`src/rtl/eth_pcs_rx_gearbox.sv`:
```
// eth_pcs_rx_gearbox: 10GBASE-R receive 32-to-66 gearbox.
// Packs 32-bit PMA words into 66-bit blocks and emits each block as a sync
// header plus two 32-bit transfers. Bit slips realign block boundaries.
// Optional feature macro: ETH_PCS_RX_BLOCK_LOCK_EN (internal block-lock FSM
// drives slips and i_slip is ignored; otherwise o_block_lock is held at 1).
module eth_pcs_rx_gearbox #(
  parameter int W_DATA        = 32,
  parameter int W_SYNC        = 2,
  parameter int LOCK_GOOD_CNT = 64,
  parameter int LOCK_BAD_CNT  = 16
) (
  input  logic              i_clk,
  input  logic              i_reset,
  input  logic [W_DATA-1:0] i_pma_data,
  input  logic              i_slip,
  output logic              o_valid,
  output logic [W_SYNC-1:0] o_sync_hdr,
  output logic [W_DATA-1:0] o_data,
  output logic              o_trans_cnt,
  output logic              o_block_lock
);

  localparam int BUF_W = 3 * W_DATA;
  localparam int CNT_W = $clog2(BUF_W + 1);

  logic [BUF_W-1:0]  buf_q, buf_d, buf_app, buf_slp, fill_mask;
  logic [CNT_W-1:0]  cnt_q, cnt_d, avail, need;
  logic              ph_q;
  logic              valid_q, tc_q, lock_q;
  logic [W_SYNC-1:0] hdr_q, hdr_d;
  logic [W_DATA-1:0] data_q, data_d;
  logic              slip_act;
  logic              emit;

  // Append the new word, apply an optional one-bit slip, and extract a transfer
  always_comb begin
    fill_mask = ~({BUF_W{1'b1}} << cnt_q);
    buf_app   = (buf_q & fill_mask) | ({{(BUF_W-W_DATA){1'b0}}, i_pma_data} << cnt_q);
    avail     = cnt_q + CNT_W'(W_DATA);
    buf_slp   = buf_app;
    if (slip_act) begin
      buf_slp = buf_app >> 1;
      avail   = avail - CNT_W'(1);
    end
    need   = ph_q ? CNT_W'(W_DATA) : CNT_W'(W_DATA + W_SYNC);
    emit   = (avail >= need);
    hdr_d  = buf_slp[W_SYNC-1:0];
    data_d = ph_q ? buf_slp[W_DATA-1:0] : buf_slp[W_SYNC +: W_DATA];
    buf_d  = buf_slp;
    cnt_d  = avail;
    if (emit) begin
      buf_d = buf_slp >> need;
      cnt_d = avail - need;
    end
  end

  // Bit buffer, fill count, block phase and registered transfer outputs
  always_ff @(posedge i_clk) begin
    if (!i_reset) begin
      buf_q   <= '0;
      cnt_q   <= '0;
      ph_q    <= 1'b0;
      valid_q <= 1'b0;
      tc_q    <= 1'b0;
      hdr_q   <= '0;
      data_q  <= '0;
    end else begin
      buf_q   <= buf_d;
      cnt_q   <= cnt_d;
      valid_q <= emit;
      if (emit) begin
        data_q <= data_d;
        tc_q   <= ph_q;
        ph_q   <= ~ph_q;
        if (!ph_q) hdr_q <= hdr_d;
      end
    end
  end

`ifdef ETH_PCS_RX_BLOCK_LOCK_EN
  localparam int GOOD_W  = $clog2(LOCK_GOOD_CNT + 1);
  localparam int BAD_W   = $clog2(LOCK_BAD_CNT + 1);
  localparam int WIN_LEN = 64;
  localparam int WIN_W   = $clog2(WIN_LEN);

  typedef enum logic {ST_UNLOCKED, ST_LOCKED} lock_state_t;

  lock_state_t      state_q;
  logic [GOOD_W-1:0] good_q;
  logic [BAD_W-1:0]  bad_q;
  logic [WIN_W-1:0]  win_q;
  logic              slip_q;
  logic              hdr_chk, hdr_ok;
  logic              unused_slip;

  assign unused_slip = i_slip;
  assign slip_act    = slip_q;
  assign hdr_chk     = emit && !ph_q;
  assign hdr_ok      = (hdr_d == W_SYNC'(1)) || (hdr_d == W_SYNC'(2));

  // Block-lock FSM: hunt by slipping on bad headers, drop lock on too many bad per window
  always_ff @(posedge i_clk) begin
    if (!i_reset) begin
      state_q <= ST_UNLOCKED;
      good_q  <= '0;
      bad_q   <= '0;
      win_q   <= '0;
      slip_q  <= 1'b0;
      lock_q  <= 1'b0;
    end else begin
      slip_q <= 1'b0;
      if (hdr_chk) begin
        case (state_q)
          ST_UNLOCKED: begin
            if (hdr_ok) begin
              if (good_q == GOOD_W'(LOCK_GOOD_CNT - 1)) begin
                state_q <= ST_LOCKED;
                lock_q  <= 1'b1;
                good_q  <= '0;
                bad_q   <= '0;
                win_q   <= '0;
              end else begin
                good_q <= good_q + GOOD_W'(1);
              end
            end else begin
              slip_q <= 1'b1;
              good_q <= '0;
            end
          end
          ST_LOCKED: begin
            if (!hdr_ok && (bad_q == BAD_W'(LOCK_BAD_CNT - 1))) begin
              state_q <= ST_UNLOCKED;
              lock_q  <= 1'b0;
              slip_q  <= 1'b1;
              good_q  <= '0;
              bad_q   <= '0;
              win_q   <= '0;
            end else if (win_q == WIN_W'(WIN_LEN - 1)) begin
              bad_q <= '0;
              win_q <= '0;
            end else begin
              win_q <= win_q + WIN_W'(1);
              if (!hdr_ok) bad_q <= bad_q + BAD_W'(1);
            end
          end
          default: state_q <= ST_UNLOCKED;
        endcase
      end
    end
  end
`else
  assign slip_act = i_slip;

  // Without the lock FSM the block is always reported as locked once out of reset
  always_ff @(posedge i_clk) begin
    if (!i_reset) lock_q <= 1'b0;
    else          lock_q <= 1'b1;
  end
`endif

  assign o_valid      = valid_q;
  assign o_sync_hdr   = hdr_q;
  assign o_data       = data_q;
  assign o_trans_cnt  = tc_q;
  assign o_block_lock = lock_q;

endmodule
```
`config.mk`:
```
export PLATFORM = sky130hd
export DESIGN_NAME = eth_pcs_rx_gearbox
export DESIGN_NICKNAME = d
export VERILOG_FILES = /design/src/rtl/eth_pcs_rx_gearbox.sv
export SDC_FILE = /design/constraint.sdc
export NUM_CORES = 1
export LEC_CHECK = 0
export CAP_MARGIN = 20
export CORE_ASPECT_RATIO = 1.1
export CORE_MARGIN = 2
export CORE_UTILIZATION = 45
export DETAILED_ROUTE_END_ITERATION = 6
export DONT_BUFFER_PORTS = 1
export PLACE_DENSITY = 0.59
export RECOVER_POWER = 100
export REMOVE_ABC_BUFFERS = 1
export SLEW_MARGIN = 10
export SYNTH_ARGS = -nofsm -noshare
export SYNTH_HDL_FRONTEND = slang
export SYNTH_SLANG_ARGS = --single-unit
```
`constraint.sdc`:
```
create_clock -name i_clk -period 5.1 [get_ports i_clk]
set_input_delay 1.02 -clock i_clk [delete_from_list [all_inputs] [get_ports i_clk]]
set_output_delay 1.02 -clock i_clk [all_outputs]
set_load 0.03 [all_outputs]
```
==> impl_metrics.json, run 1 <==
{
  "status": "complete, but fails checks",
  "failed_checks": "design-rule violations",
  "cts_resized": 0,
  "yosysTopAreaCell": "dfxtp_1",
  "worstMarginPinSlew_ps": 1062,
  "layout-area-overhead-vs-synth_pct": 7.722,
  "die_x_um": 158.7,
  "core_sq_um": 25990,
  "ys_seq_area_frac": 0.2383,
  "ctsHoldBuffers": 0,
  "finalSetupViolations": 0,
  "endpoint_kind": "register",
  "drc": 5,
  "finalNonFillerCells": 1794,
  "rsz0062_at_grt": "false",
  "fmax_mhz": 225.0,
  "grt_antenna_before_repair": 2,
  "ys_ff_latch": 141,
  "syn_inst": 1491,
  "fin_crit_sh": 0.8714,
  "syn_area_sq_um": 11840,
  "grt-ovfl-total": 0,
  "grt_pass1_vias": 12434,
  "fin_util": 0.4909,
  "synth_edf_count": 0,
  "place_congestion": 1.026,
  "die-area_sq_um": 27640,
  "vias": 13636,
  "slew_headroom": 0.2720,
  "cp.required_ps": 5390,
  "cts_made_buffers": 17,
  "post-cts-setup-buffers": 0,
  "crit_fanout": 31,
  "clock_latency_ps": 450,
  "num_rows": 62,
  "worst_hold_path_type": "register to register",
  "post-place-ws_ps": 1308,
  "track_usage": 0.4416,
  "cts_tree": "done",
  "postRouteAntennaNets": 0,
  "drv_cap": 0,
  "fin_ws_ps": 655.7,
  "wl_per_cell_um": 34.49,
  "p_leak_nw": 4.530,
  "synthTopCellsByArea": "dfxtp_1 24%, mux4_2 7.8%, o21ai_0 4.9%",
  "slew_violations": 0,
  "drive_gt1_frac": 0.1450,
  "ios": 72,
  "irDropWorstVdd_mv": 0.6192,
  "cts-htree-levels": 4,
  "dp_hpwl_mm": 44.31,
  "tns_ps": 0,
  "avgSynthCellArea_sq_um": 7.944,
  "timing.final.crit_period_ps": 4444,
  "critPathArrivalTime_ps": 4740,
  "yosysTopAreaCellShare": 0.2383,
  "portBuffers": 0,
  "powerDensity_nw_per_um2": 766.1,
  "yosys_warnings": 0,
  "fin_skew_ps": 11.85,
  "viasPerCell": 7.601,
  "startpoint_type": "register",
  "die_h_um": 174.2,
  "firstDrtPassIters": 7,
  "cts_buffer_depth": 2,
  "root_buffer": "clkbuf_16",
  "initial_core_util": 0.4558,
  "grt_pass1_wl_mm": 87.97,
  "first_iter_violations": 2219,
  "numPlacedInstances": 1763,
  "finalNetCount": 1475,
  "hold_viol_final": 0,
  "synthArstFlopShare": 0,
  "synth_ff_type": "dfxtp_1",
  "path_class": "register to register",
  "path_clk_slew_ps": 70,
  "synth_cell_types": 89,
  "grt_max_degree": 96,
  "cts.sinks": 141,
  "wl_mm": 61.87
}
flip-flops by register name, summed over array words and instances, names as in the netlist:
signal and count:
ph_q 1, o_valid 1, o_data 32, o_block_lock 1, cnt_q 7, o_trans_cnt 1
buf_q 96, o_sync_hdr 2
cell families after synthesis:
logic type | Yosys count | share of synthesized area
AND/OR/NAND/NOR | 460 | 0.1841
XOR/XNOR | 9 | 0.006656
multiplexers | 126 | 0.1537
adder cells (fa/ha/maj) | 10 | 0.01056
flip-flops | 141 | 0.2383
AO/OA/AOI/OAI | 578 | 0.3467
buffers and inverters | 167 | 0.05990
metal layers:
metal	vias up	track usage	part of all wire
li1	5681	-	-
met1	6615	0.6109	0.40
met2	1121	0.6109	0.40
met3	219	0.1434	0.13
met4	0	0.2188	0.058
met5	-	0	0
per-stage QoR:
step / total power [mW] / hold slack [ps] / cell area, sq um
3_5_place_dp: 8.157 / 601.6 / 12210
4_1_cts: 9.472 / 600.1 / 12800
6_report: 9.774 / 620.0 / 12760
5_1_grt: 10.04 / 607.5 / 12760
3_3_place_gp: 8.177 / 599.6 / 12210
2_1_floorplan: 5.594 / 580.8 / 11210
synthesized netlist by cell type, types with 12 or more instances:
master and instances:
or2_2 12, clkbuf_1 112, o21a_1 21, a31oi_1 19
o21ai_0 116, nand2_1 127, o211ai_1 38, inv_1 15
nand3_1 43, o221ai_1 30, and2_1 28, mux4_2 41
dfxtp_1 141, a221oi_1 23, a21o_1 12, buf_2 18
nand2b_1 17, a32oi_1 21, nor2_1 141, mux2_2 31
a22o_1 14, mux2i_1 51, a21oi_1 69, a22oi_1 24
nor3_1 30, o22ai_1 41, o31ai_1 16, a211oi_1 19
power breakdown:
group / internal, mW / switching, mW / total (mW)
registers: 1.48 / 0.575 / 2.06
logic: 2.02 / 4.40 / 6.42
clock network: 0.748 / 0.552 / 1.30
final cells by class:
type                    count  area (sq um)
fillers                  2588         13230
multi-input cells        1183          8327
flip-flops and latches    141          2836
repair buffers             67         493.0
clock buffers              18         450.4
well taps                 352         440.4
clock inverters            12         133.9
inverters                  20         75.07
diodes                      1         2.502
worst paths after layout:
check | slack (ps) | endpoint | cells after the start | startpoint
setup / recovery | 660 | buf_q[22] | 10 | cnt_q[0]
hold / removal | 620 | o_data[1] | 2 | o_data[1]
setup reg to reg | 660 | buf_q[22] | 10 | cnt_q[0]
hold reg to reg | 620 | o_data[1] | 2 | o_data[1]
cell usage in the layout (no fill, tap or decap), types with 18 or more instances in the layout:
cell type  instances
buf_4             55
o22ai_1           41
o21ai_0          119
o211ai_1          38
mux2_2            31
o221ai_1          30
nor2_1           139
a211oi_1          19
and2_1            27
o21a_1            21
a31oi_1           19
a21oi_1           69
clkbuf_16         18
a32oi_1           21
dfxtp_1          134
a221oi_1          23
nand3_1           43
mux4_2            41
a22oi_1           24
mux2i_1           51
nor3_1            31
nand2_1          127
worst max-delay path, stage by stage, from the launching register on:
cell and delay, ps:
dfxtp_2 440, inv_1 710, ha_1 340, nor4bb_1 490
nand3_1 160, xnor2_1 470, a21o_2 470, nor2_2 40
clkbuf_2 590, a22oi_1 390, o21ai_0 130
Power figures use the tool's default switching activity.
==> run 2, diff against run 1 <==
- MAX_ROUTING_LAYER: default -> met4
==> run 2 against run 1 <==
Effect of this change: the run now ends clean; register-to-register slack better by 130 ps; hold slack worse by 9.0 ps; die area unchanged; utilization down 0.17 points; combinational power down 0.8%.
==> impl_metrics.json, run 2 (synthesis gave the netlist of run 1 again) <==
{
  "p_leak_nw": 4.509,
  "final_cell_mix": "139 x nor2_1, 134 x dfxtp_1, 127 x nand2_1",
  "cts.sinks": 141,
  "cts_tree": "done",
  "postRouteAntennaNets": 0,
  "finalSetupViolations": 0,
  "crit_fanout": 27,
  "rsz0062_at_grt": "false",
  "critPathMaxStageDelay_ps": 760,
  "finalNetCount": 1472,
  "firstDrtPassIters": 7,
  "cts_buffer_depth": 2,
  "cts_resized": 0,
  "wl_per_cell_um": 34.51,
  "status": "finished clean",
  "drc": 0,
  "hold_viol_final": 0,
  "critPathTopFamily": "compound AO/OA/AOI/OAI gates",
  "grt_max_degree": 96,
  "viasPerCell": 7.707,
  "startpoint_type": "register",
  "dp_hpwl_mm": 43.94,
  "powerDensity_nw_per_um2": 763.4,
  "post-place-ws_ps": 1291,
  "crit_path_cell_trace": "buf_4, mux4_2, a222oi_1, clkbuf_1, nor2_1, o31ai_1, a22oi_1, a22oi_1, o21ai_0",
  "irDropWorstVdd_mv": 0.7782,
  "path_class": "register to register",
  "ios": 72,
  "place_congestion": 1.051,
  "total_power_mw": 9.706,
  "portBuffers": 0,
  "final_common_cell": "nor2_1",
  "die_h_um": 174.2,
  "die_x_um": 158.7,
  "ctsHoldBuffers": 0,
  "cp.required_ps": 5380,
  "die-area_sq_um": 27640,
  "grt-ovfl-total": 0,
  "post-cts-setup-buffers": 0,
  "fin_crit_sh": 0.8464,
  "root_buffer": "clkbuf_16",
  "path_clk_slew_ps": 60,
  "grt_pass1_wl_mm": 88.91,
  "drv_cap": 0,
  "finalNonFillerCells": 1796,
  "grt_pass1_vias": 12715,
  "top_register": "buf_q",
  "worst_path_max_delay_cell": "o31ai_1",
  "timing.final.crit_period_ps": 4316,
  "cts_made_buffers": 17,
  "layout-area-overhead-vs-synth_pct": 7.353,
  "cpMostUsedCell": "a22oi_1",
  "fmax_mhz": 231.7,
  "multi_input_area_sq_um": 8319,
  "seqCellArea_sq_um": 2836,
  "num_rows": 62,
  "first_iter_violations": 2284,
  "largest_reg_flops": 96,
  "fin_ws_ps": 783.5,
  "vias": 13841,
  "track_usage": 0.4556,
  "worst_hold_path_type": "register to register",
  "slew_headroom": 0.2078,
  "numPlacedInstances": 1760,
  "core_sq_um": 25990,
  "crit_buf_inv": 2,
  "fill_cells": 2598,
  "fin_skew_ps": 17.07,
  "initial_core_util": 0.4558,
  "cts-htree-levels": 4,
  "wl_mm": 61.99,
  "drive_gt1_frac": 0.1458,
  "endpoint_kind": "register",
  "grt_antenna_before_repair": 1,
  "critPathArrivalTime_ps": 4590,
  "slew_violations": 0,
  "worstMarginPinSlew_ps": 1188,
  "clock_latency_ps": 450
}
run 2: cell count changes in the layout (fill, tap and decap cells not counted), sizes merged:
cell,before,now
clkbuf,28,27
inv,23,25
bufinv,2,1
clkinv,5,4
diode,1,4
run 2: final cells by class:
type / instances / share of cell area
clock inverter: 12 / 0.01014
sequential: 141 / 0.2231
multi-input combinational: 1183 / 0.6543
clock buffer: 20 / 0.03513
timing repair buffer: 64 / 0.03602
inverter: 20 / 0.005904
tap: 352 / 0.03464
antenna: 4 / 0.0007872
run 2: per-layer routing:
metal / part of all wire / global-route usage / vias up
li1: - / - / 5683
met1: 0.38 / 0.5952 / 6664
met2: 0.40 / 0.6160 / 1212
met3: 0.14 / 0.1406 / 282
met4: 0.071 / 0.2583 / 0
met5: 0 / - / -
run 2: final timing paths:
| path | startpoint | to | slack (ps) | cells past startpoint |
|---|---|---|---|---|
| worst max-delay path | cnt_q[1] | buf_q[22] | 780 | 9 |
| worst min-delay path | o_trans_cnt | o_trans_cnt | 610 | 2 |
| worst min register to register | o_trans_cnt | o_trans_cnt | 610 | 2 |
| worst max register to register | cnt_q[1] | buf_q[22] | 780 | 9 |
run 2: metrics by stage:
stage          utilization  hold slack, ps  cell area [sq um]  setup TNS (ps)
3_5_place_dp        0.4681           597.4              12160               0
3_3_place_gp        0.4681           597.3              12160               0
2_1_floorplan            -           580.8              11210          -82640
4_1_cts             0.4902           614.1              12740               0
6_report            0.4893           611.0              12710               0
5_1_grt             0.4890           617.7              12710               0
run 2: worst reg2reg max path: stages, from the launching register on:
cell and delay (ps):
dfxtp_4 610, buf_4 430, mux4_2 620, a222oi_1 350, clkbuf_1 560, nor2_1 130
o31ai_1 760, a22oi_1 340, a22oi_1 230, o21ai_0 140
run 2: power breakdown:
part	internal (mW)	switching (mW)
clock	0.699	0.560
sequential	1.48	0.588
combinational	1.98	4.39
total	4.17	5.54
